==> src/rtl/cdb_rr_arbiter_pkg.sv <==
// Shared constants and payload types for the CDB arbiter: unit indices in params,
// functional-unit and CDB payload structs in rv32i_types.
package params;
   localparam int unsigned NUM_FU     = 5;
   localparam int unsigned FU_LS      = 0;
   localparam int unsigned FU_ALU     = 1;
   localparam int unsigned FU_MUL     = 2;
   localparam int unsigned FU_DIV     = 3;
   localparam int unsigned FU_CONTROL = 4;
   localparam int unsigned PTR_W      = $clog2(NUM_FU);
   localparam int unsigned ROB_IDX_W  = 4;

   function automatic logic [PTR_W-1:0] onehot_idx(input logic [NUM_FU-1:0] oh);
      logic [PTR_W-1:0] idx;
      idx = '0;
      for (int unsigned i = 0; i < NUM_FU; i++) begin
         if (oh[i]) idx = PTR_W'(i);
      end
      return idx;
   endfunction
endpackage

package rv32i_types;
   import params::*;

   typedef struct packed {
      logic [31:0] pc;
      logic [31:0] inst;
   } rvfi_data_t;

   typedef struct packed {
      logic [4:0]           rd;
      logic [5:0]           pd;
      logic [ROB_IDX_W-1:0] rob_idx;
      logic [31:0]          data;
      rvfi_data_t           rvfi_data_out;
   } funct_unit_out_t;

   typedef struct packed {
      logic [4:0]           rd;
      logic [5:0]           pd;
      logic [ROB_IDX_W-1:0] rob_idx;
      logic [31:0]          data;
      rvfi_data_t           rvfi_data_out;
   } cdb_out_t;

   function automatic cdb_out_t fu_to_cdb(input funct_unit_out_t f);
      cdb_out_t c;
      c.rd            = f.rd;
      c.pd            = f.pd;
      c.rob_idx       = f.rob_idx;
      c.data          = f.data;
      c.rvfi_data_out = f.rvfi_data_out;
      return c;
   endfunction
endpackage

==> src/rtl/cdb_rr_arbiter_rr_pick.sv <==
// Rotating one-hot picker: grants the first set request at or after ptr, wrapping
// modulo WIDTH. With ptr held at zero it degenerates to fixed low-index priority.
module rr_pick #(
   parameter int unsigned WIDTH = 5,
   localparam int unsigned PW   = (WIDTH > 1) ? $clog2(WIDTH) : 1
) (
   input  logic [WIDTH-1:0] req,
   input  logic [PW-1:0]    ptr,
   output logic [WIDTH-1:0] grant
);

   logic [31:0] idx;
   logic        found;

   always_comb begin
      grant = '0;
      found = 1'b0;
      idx   = '0;
      for (int unsigned k = 0; k < WIDTH; k++) begin
         idx = (32'(ptr) + k) % WIDTH;
         if (!found && req[idx[PW-1:0]]) begin
            grant[idx[PW-1:0]] = 1'b1;
            found              = 1'b1;
         end
      end
   end

endmodule

==> src/rtl/cdb_rr_arbiter.sv <==
// One-deep result buffer per functional unit feeding a registered common data bus.
// Define CDB_RR_ARB_EN for round-robin selection; otherwise fixed priority ls first.
module cdb_rr_arbiter
   import params::*;
   import rv32i_types::*;
(
   input  logic                  clk,
   input  logic                  rst_n,
   input  logic                  flush,
   input  logic [NUM_FU-1:0]     req_valid,
   input  funct_unit_out_t       req_entry [NUM_FU],
   output logic [NUM_FU-1:0]     req_ready,
   output logic                  cdb_valid,
   output cdb_out_t              cdb_out,
   output logic [NUM_FU-1:0]     cdb_grant
);

   logic [NUM_FU-1:0] buf_valid;
   funct_unit_out_t   buf_entry [NUM_FU];
   logic [NUM_FU-1:0] win;
   logic [NUM_FU-1:0] accept;
   logic [PTR_W-1:0]  win_idx;
   logic [PTR_W-1:0]  rr_ptr;

   rr_pick #(
      .WIDTH (NUM_FU)
   ) u_pick (
      .req   (buf_valid),
      .ptr   (rr_ptr),
      .grant (win)
   );

   // A draining buffer can be refilled on the same edge it is broadcast.
   assign req_ready = flush ? '0 : (~buf_valid | win);
   assign accept    = req_valid & req_ready;
   assign win_idx   = onehot_idx(win);

   always_ff @(posedge clk or negedge rst_n) begin
      if (!rst_n) begin
         buf_valid <= '0;
         cdb_valid <= 1'b0;
         cdb_grant <= '0;
         cdb_out   <= '0;
         for (int i = 0; i < NUM_FU; i++) buf_entry[i] <= '0;
      end else if (flush) begin
         buf_valid <= '0;
         cdb_valid <= 1'b0;
         cdb_grant <= '0;
      end else begin
         buf_valid <= (buf_valid & ~win) | accept;
         cdb_valid <= |win;
         cdb_grant <= win;
         if (|win) cdb_out <= fu_to_cdb(buf_entry[win_idx]);
         for (int i = 0; i < NUM_FU; i++) begin
            if (accept[i]) buf_entry[i] <= req_entry[i];
         end
      end
   end

`ifdef CDB_RR_ARB_EN
   always_ff @(posedge clk or negedge rst_n) begin
      if (!rst_n) begin
         rr_ptr <= '0;
      end else if (!flush && |win) begin
         rr_ptr <= (win_idx == PTR_W'(NUM_FU - 1)) ? '0 : win_idx + 1'b1;
      end
   end
`else
   assign rr_ptr = '0;
`endif

endmodule

==> config.mk <==
export PLATFORM = sky130hd
export DESIGN_NAME = cdb_rr_arbiter
export DESIGN_NICKNAME = d
export VERILOG_FILES = /design/src/rtl/cdb_rr_arbiter_pkg.sv /design/src/rtl/cdb_rr_arbiter_rr_pick.sv /design/src/rtl/cdb_rr_arbiter.sv
export SDC_FILE = /design/constraint.sdc
export NUM_CORES = 1
export LEC_CHECK = 0
export ABC_AREA = 0
export BUFFER_PORTS_ARGS = -buffer_cell sky130_fd_sc_hd__buf_2
export CORE_AREA = 3 3 269 271
export CTS_CLUSTER_DIAMETER = 200
export CTS_CLUSTER_SIZE = 25
export DETAILED_ROUTE_END_ITERATION = 12
export DIE_AREA = 0 0 272 274
export GPL_ROUTABILITY_DRIVEN = 0
export PLACE_DENSITY = 0.69
export SETUP_SLACK_MARGIN = 0.5
export SLEW_MARGIN = 40
export SYNTH_ARGS = -nofsm -noshare
export SYNTH_HDL_FRONTEND = slang
export SYNTH_SLANG_ARGS = --single-unit
==> constraint.sdc <==
create_clock -name clk -period 2.1 [get_ports clk]
set_clock_uncertainty 0.1 [all_clocks]
set_input_delay 0.21 -clock clk [delete_from_list [all_inputs] [get_ports clk]]
set_output_delay 0.21 -clock clk [all_outputs]
set_load 0.01 [all_outputs]
======== Word-level counts from Yosys, hierarchy flattened ========
Cells that the tools add are included.
word-level totals
  flip-flop bits (word level) ............. 677
cells by class
  reductions and logical operators ........ 15
  bitwise gates (word level) .............. 8
  mux-type cells .......................... 20
  magnitude comparators ................... 1
operators by type and width
  kind                                                       number
  111-bit binary-select mux with 3-bit select                1
  111-bit 2-to-1 mux                                         2
  5-bit 2-to-1 mux                                           4
  2-bit AND reduction                                        6
  5-bit bitwise AND                                          2
  5-bit inverter                                             2
  5-bit bitwise OR                                           2
  3-bit 2-to-1 mux                                           3
  1-bit 2-to-1 mux                                           7
  5-bit OR reduction                                         1
  4-bit greater-or-equal comparator (second input constant)  1
  1-bit logical AND                                          4
  1-bit zero test                                            4
  2-bit 2-to-1 mux                                           2
  4-bit 2-to-1 mux                                           1
  3-bit inverter with 4-bit output                           1
  1-bit inverter                                             1

======== Longest topological paths before layout ========
Gate-level depths: netlist of run 1.
  depth in word-level cells ............... 21
  mapped depth ............................ 8
  gate-level depth less buffers ........... 5

======== Hierarchy ========
A second synthesis of run 1 with hierarchy kept.
second synthesis, totals
  cell total of the unflattened synthesis .. 2461
  area, all modules ....................... 31117.3 um2
modules (own cells, without submodules)
  module          cells an instance  area each (um2)  seq. area each (um2)  times used
  cdb_rr_arbiter  2220               29375.7          16941.2               1
  rr_pick         241                1741.7           0.0                   1

======== Least setup slack after synthesis of run 1 ========
OpenSTA, ideal clock, no wires.
  path kind ............................... register -> register
  from .................................... register buf_valid[0]
  to ...................................... register buf_entry[100] in the netlist's numbering
  stages on the path, launching flop included .. 8
  setup slack ............................. -0.057 ns
  library setup time ...................... 0.125 ns
  arrival time ............................ 1.932 ns
  path buffers ............................ 3
  path through ............................ dfrtp_1 > buf_2 > or4_4 > a21oi_2 > nand2_1 > buf_6 > buf_6 > mux2_4
on the way
  longest elaborated chain between the ends .. 17
RTL lines
  item                                      RTL line                      text
  start, declared                           cdb_rr_arbiter.sv:18          logic [NUM_FU-1:0] buf_valid;
  start signal, assigned                    cdb_rr_arbiter.sv:50          buf_valid <= (buf_valid & ~win) | accept;
  1-bit 2-to-1 mux (*)                      cdb_rr_arbiter_rr_pick.sv:21  if (!found && req[idx[PW-1:0]]) begin
  1-bit zero test                           cdb_rr_arbiter_rr_pick.sv:21
  1-bit logical AND                         cdb_rr_arbiter_rr_pick.sv:21
  1-bit 2-to-1 mux (*)                      cdb_rr_arbiter_rr_pick.sv:21
  1-bit zero test                           cdb_rr_arbiter_rr_pick.sv:21
  1-bit logical AND                         cdb_rr_arbiter_rr_pick.sv:21
  1-bit 2-to-1 mux (*)                      cdb_rr_arbiter_rr_pick.sv:21
  1-bit zero test                           cdb_rr_arbiter_rr_pick.sv:21
  [2 not listed]                            -
  1-bit zero test (*)                       cdb_rr_arbiter_rr_pick.sv:21
  1-bit logical AND (*)                     cdb_rr_arbiter_rr_pick.sv:21
  5-bit 2-to-1 mux (*)                      cdb_rr_arbiter_rr_pick.sv:21
  5-bit bitwise OR (*)                      cdb_rr_arbiter.sv:34          assign req_ready = flush ? '0 : (~buf_valid | win);
  5-bit 2-to-1 mux (*)                      cdb_rr_arbiter.sv:34
  named net req_ready[4]                    cdb_rr_arbiter.sv:12          output logic [NUM_FU-1:0] req_ready,
  5-bit bitwise AND (*)                     cdb_rr_arbiter.sv:35          assign accept = req_valid & req_ready;
  2-bit AND reduction (no source line) (*)  -
  end signal, assigned by index             cdb_rr_arbiter.sv:55          if (accept[i]) buf_entry[i] <= req_entry[i];
  end, declared                             cdb_rr_arbiter.sv:19          funct_unit_out_t buf_entry [NUM_FU];
Mark *: on every way through the listed nets, which the timed path passes. The rest lies on a longest branch.
A chain may end at the register's enable or synchronous reset.

======== Worst setup path after layout of run 1 ========
  from .................................... register buf_valid[1]
  to ...................................... register buf_entry[90] in the netlist's numbering
on the way
  longest elaborated chain between the ends .. 15
RTL lines
  item                                      RTL line
  1-bit logical AND (*)                     cdb_rr_arbiter_rr_pick.sv:21
  1-bit 2-to-1 mux (*)                      cdb_rr_arbiter_rr_pick.sv:21
  1-bit zero test                           cdb_rr_arbiter_rr_pick.sv:21
  1-bit logical AND                         cdb_rr_arbiter_rr_pick.sv:21
  1-bit 2-to-1 mux (*)                      cdb_rr_arbiter_rr_pick.sv:21
  1-bit zero test                           cdb_rr_arbiter_rr_pick.sv:21
  1-bit logical AND                         cdb_rr_arbiter_rr_pick.sv:21
  1-bit 2-to-1 mux (*)                      cdb_rr_arbiter_rr_pick.sv:21
  1-bit zero test (*)                       cdb_rr_arbiter_rr_pick.sv:21
  1-bit logical AND (*)                     cdb_rr_arbiter_rr_pick.sv:21
  5-bit 2-to-1 mux (*)                      cdb_rr_arbiter_rr_pick.sv:21
  5-bit bitwise OR (*)                      cdb_rr_arbiter.sv:34
  5-bit 2-to-1 mux (*)                      cdb_rr_arbiter.sv:34
  5-bit bitwise AND (*)                     cdb_rr_arbiter.sv:35
  2-bit AND reduction (no source line) (*)  -
Every way passes the cells marked *; elsewhere a longest branch is shown, timed or not.

==> results of run 1 <==
==> critical path: stages (launching register included) <==
cell       delay [ps]
dfrtp_4           500
or4_4             540
a21oi_4           160
buf_4             200
nand2_8           130
bufbuf_16         320
mux2_4            310
==> cell families (layout without fill, tap and decap cells) <==
| logic type | after synthesis | in the layout | synth area share, % |
|---|---|---|---|
| mux | 549 | 549 | 21.4 |
| other cells | 0 | 22 | 0 |
| compound gates | 569 | 569 | 11.7 |
| flops | 677 | 677 | 55.5 |
| simple gates | 473 | 475 | 7.73 |
| buf+inv | 259 | 1543 | 3.65 |
==> Yosys cell counts, types with 39 or more instances <==
cell type	number
a221oi_1	39
o2bb2ai_1	72
nor2_1	103
nor2b_1	76
mux2_4	90
mux2_2	459
nand2_1	101
o22ai_1	72
nor3_1	75
inv_1	66
buf_2	53
a21oi_1	191
o21ai_0	135
clkbuf_1	119
nand2b_1	91
dfrtp_1	677
==> stage by stage <==
step           util [%]  setup slack, ps  power (W)  hold slack (ps)  instance area (um2)
2_1_floorplan         -             7.27     0.0209             -186                30500
3_3_place_gp       51.7             -139     0.0241             19.2                36200
3_5_place_dp       51.7             -178     0.0243             18.9                36200
4_1_cts            62.3             -338     0.0324             29.9                43700
5_1_grt            62.9             -341     0.0343             59.3                44000
6_report           62.9             -282     0.0329             90.1                44000
==> flip-flops by register name, indices dropped and copies added, names as in the netlist <==
signal / cells
cdb_valid: 1
buf_entry: 555
cdb_out: 111
buf_valid: 5
cdb_grant: 5
==> layer usage <==
metal / GRT usage (%) / vias up
li1: - / 11600
met3: 6.02 / 562
met1: 39.4 / 13900
met5: 0 / -
met2: 53.0 / 1915
met4: 20.1 / 0
==> area by class of cell <==
class	count	area, um2	area share, %
Inverter	67	265	0.602
Clock buffer	32	779	1.77
Antenna cell	22	55.1	0.125
Sequential cell	677	17000	38.5
Timing Repair Buffer	1442	12100	27.4
Tap cell	940	1180	2.67
Multi-Input combinational cell	1593	12700	28.8
Clock inverter	2	38.8	0.0881
==> worst max-delay path by stage <==
stage,depth (start not counted),endpoint,start
CTS,4,req_ready[4],buf_valid[0]$_DFF_PN0_
global placement,5,buf_entry[32]$_DFFE_PN0P_,buf_valid[1]$_DFF_PN0_
detailed placement,5,buf_entry[32]$_DFFE_PN0P_,buf_valid[1]$_DFF_PN0_
global route,6,buf_entry[85]$_DFFE_PN0P_,buf_valid[0]$_DFF_PN0_
floorplan,7,buf_entry[15]$_DFFE_PN0P_,buf_valid[0]$_DFF_PN0_
finish,6,buf_entry[90]$_DFFE_PN0P_,buf_valid[1]$_DFF_PN0_
==> power groups by stage <==
stage | combinational [W] | sequential [W] | clock [W]
after detailed placement | 0.00722 | 0.0171 | 0
after CTS | 0.00847 | 0.0168 | 0.00708
after floorplan | 0.00408 | 0.0168 | 0
after global placement | 0.00704 | 0.0170 | 0
after global routing | 0.00949 | 0.0172 | 0.00757
final | 0.00890 | 0.0170 | 0.00701
==> repair_timing <==
action / 4_1_cts / 5_1_grt
setup endpoints to repair: 568 / 569
gates cloned: 22 / 11
gates resized for setup: 64 / 25
hold buffers: 563 / 0
pin swaps: 10 / 36
hold endpoints to repair: 1211 / 0
setup buffers: 19 / 4
==> impl_results.md, run 1 <==
* Status: finished, violations left
* Failing checks: negative setup slack
* Startpoint Class: register
* Sequential area share after synthesis at 55.5%
* Setup violators final at 350
* Via count at 27,900
* Sequential share of power at 51.6%
* Slew headroom at 61.9%
* Top FF cell, synth: dfrtp_1
* First-pass GRT wire length at 183,000 um
* Die height at 274 um
* Antenna violations before repair at 13
* Crit Path Class: reg -> reg
* Cell count after synthesis at 2,527
* Internal power at 0.0228 W
* Buffers on Ports at 684
* TritonCTS clock tree: yes
* H-tree Lvls at 1
* Arr. time, crit path at 2820 ps
* Met1 WL at 46,400 um
* Cell Area, Synth at 30,500 um2
* Net switching power at 0.0101 W
* Hold endpoint: buf_valid[0]$_DFF_PN0_
* Total wire length at 126,000 um
* Number of synthesized register bits at 677
* Final worst slack at -282 ps
* CTS Root Cell: clkbuf_16
* Largest net degree at the start of global routing at 69
* Total GRT Usage at 32.2%
* Worst r2r dst: buf_entry[90]$_DFFE_PN0P_
* Max clock buf depth at 3
* Worst EP required at 2530 ps
* Number of synthesized flops with an enable pin at 0
* Commonest non-fill, non-tap cell in the layout: buf_2
* Area of the core at 70,000 um2
* Cells after DPL at 4,100
* FILL cells at 5,019
* Starting density of the core at 43.6%
* Slew Viols, Final at 0
* Hold Path Depth at 4
* Highest-count cells in the layout ignoring fill and taps: buf_2 (681), dfrtp_1 (674), dlygate4sd3_1 (562)
* Routed length on met3 at 11,100 um
* PD cells at 747 nW/um2
* Nets at 4,375
* WL/cell at 26.3 um
* Clock sinks at 677
* Ranking of synthesized cells by area: dfrtp_1 (56%), mux2_2 (17%), mux2_4 (4.4%), a21oi_1 (3.1%), o21ai_0 (2.2%)
* Fmax at 420 MHz
* Worst slew pin tran at 571 ps
* Hpwl dp at 72,400 um
* TNS Setup at -37,930 ps
* Synth warn at 0
* DRT antenna net count at 0
* Synth area leader: dfrtp_1
* Top sig layer: met4
* R2R setup slack at -280 ps
* Die W at 272 um
* Area share of the largest cell type after synthesis at 55.5%
* Worst skew pair latency at 650 ps
* Worst r2r src: buf_valid[1]$_DFF_PN0_
* Syn_area_per_cell at 12.1 um2
* Crit share post-route at 113%
* Post-Layout Cell Count at 4,775
* Critical path fanouts, max at 8
* Vias in the first global route at 29,800
* Area Overhead vs Synth at 44.3%
* Leakage dissipation at 19.8 nW
* Clock transition at the registers of the reported paths at 110 ps
* Synth Net Count at 3,090
* Drt pass-1 iters at 5
* Row cnt at 97
* Clock group share of total power at 21.3%
* Final hold vios at 0
* Die ar. at 74,500 um2
* Total grt overflow at 0
* Max-cap violations at 0
* Reg2Reg Depth at 6
* Worst IR Drop VDD at 0.837 mV
* HP Start: req_valid[0]
* FFs w/ async S/R, synth at 100%
* Crit path time final at 2380 ps
* Layout cell share with drive strength beyond 1 at 39.4%
* Drt drc at 0
* Sw frac at 30.7%
* RSZ-0062 raised after global routing: true
* Crit path capture type: register
* Vias per cell at 5.85
* Comb power frac at 27.1%
* CTS buffer count at 31
* Starting DRT DRC Count at 2,468
* WL met2 at 59,200 um
* Worst min path class: in -> reg
* Yosys cell types at 32
* Ports at 685
No activity file was read; power rests on OpenSTA's default activity.
==> run 2: changes to the inputs <==
--- a/config.mk
+++ b/config.mk
@@ -13,9 +13,10 @@
 export DETAILED_ROUTE_END_ITERATION = 12
 export DIE_AREA = 0 0 272 274
 export GPL_ROUTABILITY_DRIVEN = 0
-export PLACE_DENSITY = 0.69
+export PLACE_DENSITY = 0.7
 export SETUP_SLACK_MARGIN = 0.5
 export SLEW_MARGIN = 40
 export SYNTH_ARGS = -nofsm -noshare
 export SYNTH_HDL_FRONTEND = slang
+export SYNTH_HIERARCHICAL = 1
 export SYNTH_SLANG_ARGS = --single-unit
==> impl_results.md, run 2 <==
* Status: finished, violations left
* Failing checks: negative setup slack
* H-tree Lvls at 1
* Clock transition at the registers of the reported paths at 120 ps
* Crit Path Class: reg -> reg
* CTS buffer count at 31
* Synth warn at 6
* Worst min path class: in -> reg
* Nets at 4,398
* Via count at 27,200
* TNS Setup at -633,000 ps
* Cell Area, Synth at 31,100 um2
* Final worst slack at -1200 ps
* Die height at 274 um
* CTS Root Cell: clkbuf_16
* Setup WS pre-CTS at -1110 ps
* Worst EP required at 2580 ps
* Met2 GRT Util at 51.6%
* Largest regs: buf_entry (555), cdb_out (111)
* Area share of the largest cell type after synthesis at 54.4%
* Layout cell share with drive strength beyond 1 at 31.4%
* Total wire length at 119,000 um
* Die W at 272 um
* Die ar. at 74,500 um2
* Ranking of synthesized cells by area: dfrtp_1 (54%), mux2_1 (20%), mux2i_1 (4.0%), a21oi_1 (3.7%), a32o_1 (3.6%)
* PD cells at 915 nW/um2
* Worst slew pin tran at 839 ps
* RSZ-0062 raised after global routing: true
* First-pass GRT wire length at 174,000 um
* Total GRT Usage at 30.1%
* Vias per cell at 5.69
* Row cnt at 97
* Area of the core at 70,000 um2
* Syn_area_per_cell at 12.6 um2
* WL/cell at 24.9 um
* Gr busiest metal: met2
* Worst IR Drop VDD at 1.01 mV
* Slew Viols, Final at 0
* Commonest non-fill, non-tap cell in the layout: buf_2
* TritonCTS clock tree: yes
* DRT antenna net count at 0
* Antenna violations before repair at 19
* FF+latch area at 16,900 um2
* Buffers on Ports at 684
* Hold Worst Slack at 41.9 ps
* Arr. time, crit path at 3780 ps
* Crit share post-route at 157%
* Max-cap violations at 0
* Highest-count cells in the layout ignoring fill and taps: buf_2 (681), dfrtp_1 (677), dlygate4sd3_1 (562)
* Hpwl dp at 73,500 um
* Top FF cell, synth: dfrtp_1
* Slew headroom at 43.3%
* Synth area leader: dfrtp_1
* Most common cell in the synthesized netlist: dfrtp_1
* Setup violators final at 680
* Final hold vios at 0
* Drt drc at 0
* Sequential area share after synthesis at 54.4%
* Largest register FFs at 555
* Number of synthesized flops with an enable pin at 0
* Final core utilization at 64.9%
* Vias in the first global route at 29,300
* M1 GR Usage at 35.9%
* Crit path time final at 3300 ps
* Ports at 685
* Clock sinks at 677
* Crit path capture type: register
* Startpoint Class: register
* Worst skew pair latency at 640 ps
* FILL cells at 4,831
* Yosys cell types at 81
* Total grt overflow at 0
* Cell count after synthesis at 2,461
* Starting DRT DRC Count at 2,339
* Max clock buf depth at 3
* Synth cell count leaders: dfrtp_1 (677), mux2_1 (555), inv_1 (237)
* Critical path fanouts, max at 40
* FFs w/ async S/R, synth at 100%
* Drt pass-1 iters at 5
* Starting density of the core at 44.4%
* Fmax at 303 MHz
* Largest net degree at the start of global routing at 77
* Leakage dissipation at 21.2 nW
* Number of synthesized register bits at 677
* Area occupied by multi-input gates at 13,300 um2
* Area Overhead vs Synth at 46.0%
* Biggest register: buf_entry
* Met3 Track Usage GR at 5.70%
==> run 2: critical path, cell delays in order (launching register included) <==
cell and delay [ps]:
dfrtp_1 430, o31ai_4 240, mux2i_4 120, a211oi_4 330, nand2_2 100, or3b_4 380, o211ai_1 190, buf_4 160
buf_4 240, buf_16 240, buf_12 210, a21oi_1 70, o221ai_1 130, a32o_1 210
==> run 2: worst paths after layout <==
kind	slack [ps]	cells past startpoint	start	end
worst max-delay path	-1200	13	buf_valid[1]$_DFF_PN0_	cdb_out[39]$_DFFE_PN0P_
worst min-delay path	40	3	flush	buf_valid[3]$_DFF_PN0_
worst max register to register	-1200	13	buf_valid[1]$_DFF_PN0_	cdb_out[39]$_DFFE_PN0P_
worst min register to register	390	1	buf_entry[454]$_DFFE_PN0P_	buf_entry[454]$_DFFE_PN0P_
max in group asynchronous	1160	3	rst_n	buf_entry[194]$_DFFE_PN0P_
min in group asynchronous	230	3	rst_n	buf_entry[24]$_DFFE_PN0P_
==> run 2: kinds of logic (layout without fill, tap and decap cells) <==
group	after synthesis	count (layout)	synth area share, %
adder cells (fa/ha/maj)	17	17	0.684
AO/OA/AOI/OAI	527	527	12.5
buffers and inverters	428	1765	5.86
flip-flops	677	677	54.4
AND/OR/NAND/NOR	127	127	2.25
multiplexers	681	681	24.1
XOR/XNOR	3	3	0.109
other	1	43	0.0121
==> run 2: what timing repair did <==
action	4_1_cts	5_1_grt
cloned	5	10
buffers inserted	23	12
endpoints found under the setup margin	682	683
gates resized for setup	95	41
hold buffers	563	0
pin swaps	5	4
endpoints found under the hold margin	1237	0
==> run 2: layer usage <==
metal / share of wire, % / routed length, um
met1: 37 / 43900
met2: 49 / 58700
met3: 7.2 / 8590
met4: 6.4 / 7550
met5: 0.019 / 23
==> run 2: power by group <==
| group | internal [W] | leakage (nW) | switching [W] |
|---|---|---|---|
| clock | 0.00267 | 0.398 | 0.00425 |
| sequential | 0.0165 | 8.06 | 0.00226 |
| combinational | 0.00796 | 12.7 | 0.00790 |
==> run 2: cell type report <==
cell class                 count  area share, %
antenna                       22          0.121
clock buffer                  31           1.71
clock inverter                 2         0.0854
inverter                     242           2.00
multi-input combinational   1376           29.3
sequential                   677           37.3
tap                          940           2.59
timing repair buffer        1490           26.9
==> run 2: stage by stage <==
| stage | std cells | instance area [um2] | power (W) |
|---|---|---|---|
| global route | 4775 | 45400 | 0.0434 |
| floorplan | 2481 | 31900 | 0.0262 |
| detailed placement | 4112 | 37700 | 0.0320 |
| global placement | 4112 | 37700 | 0.0316 |
| finish | 4780 | 45400 | 0.0416 |
| CTS | 4736 | 44800 | 0.0404 |
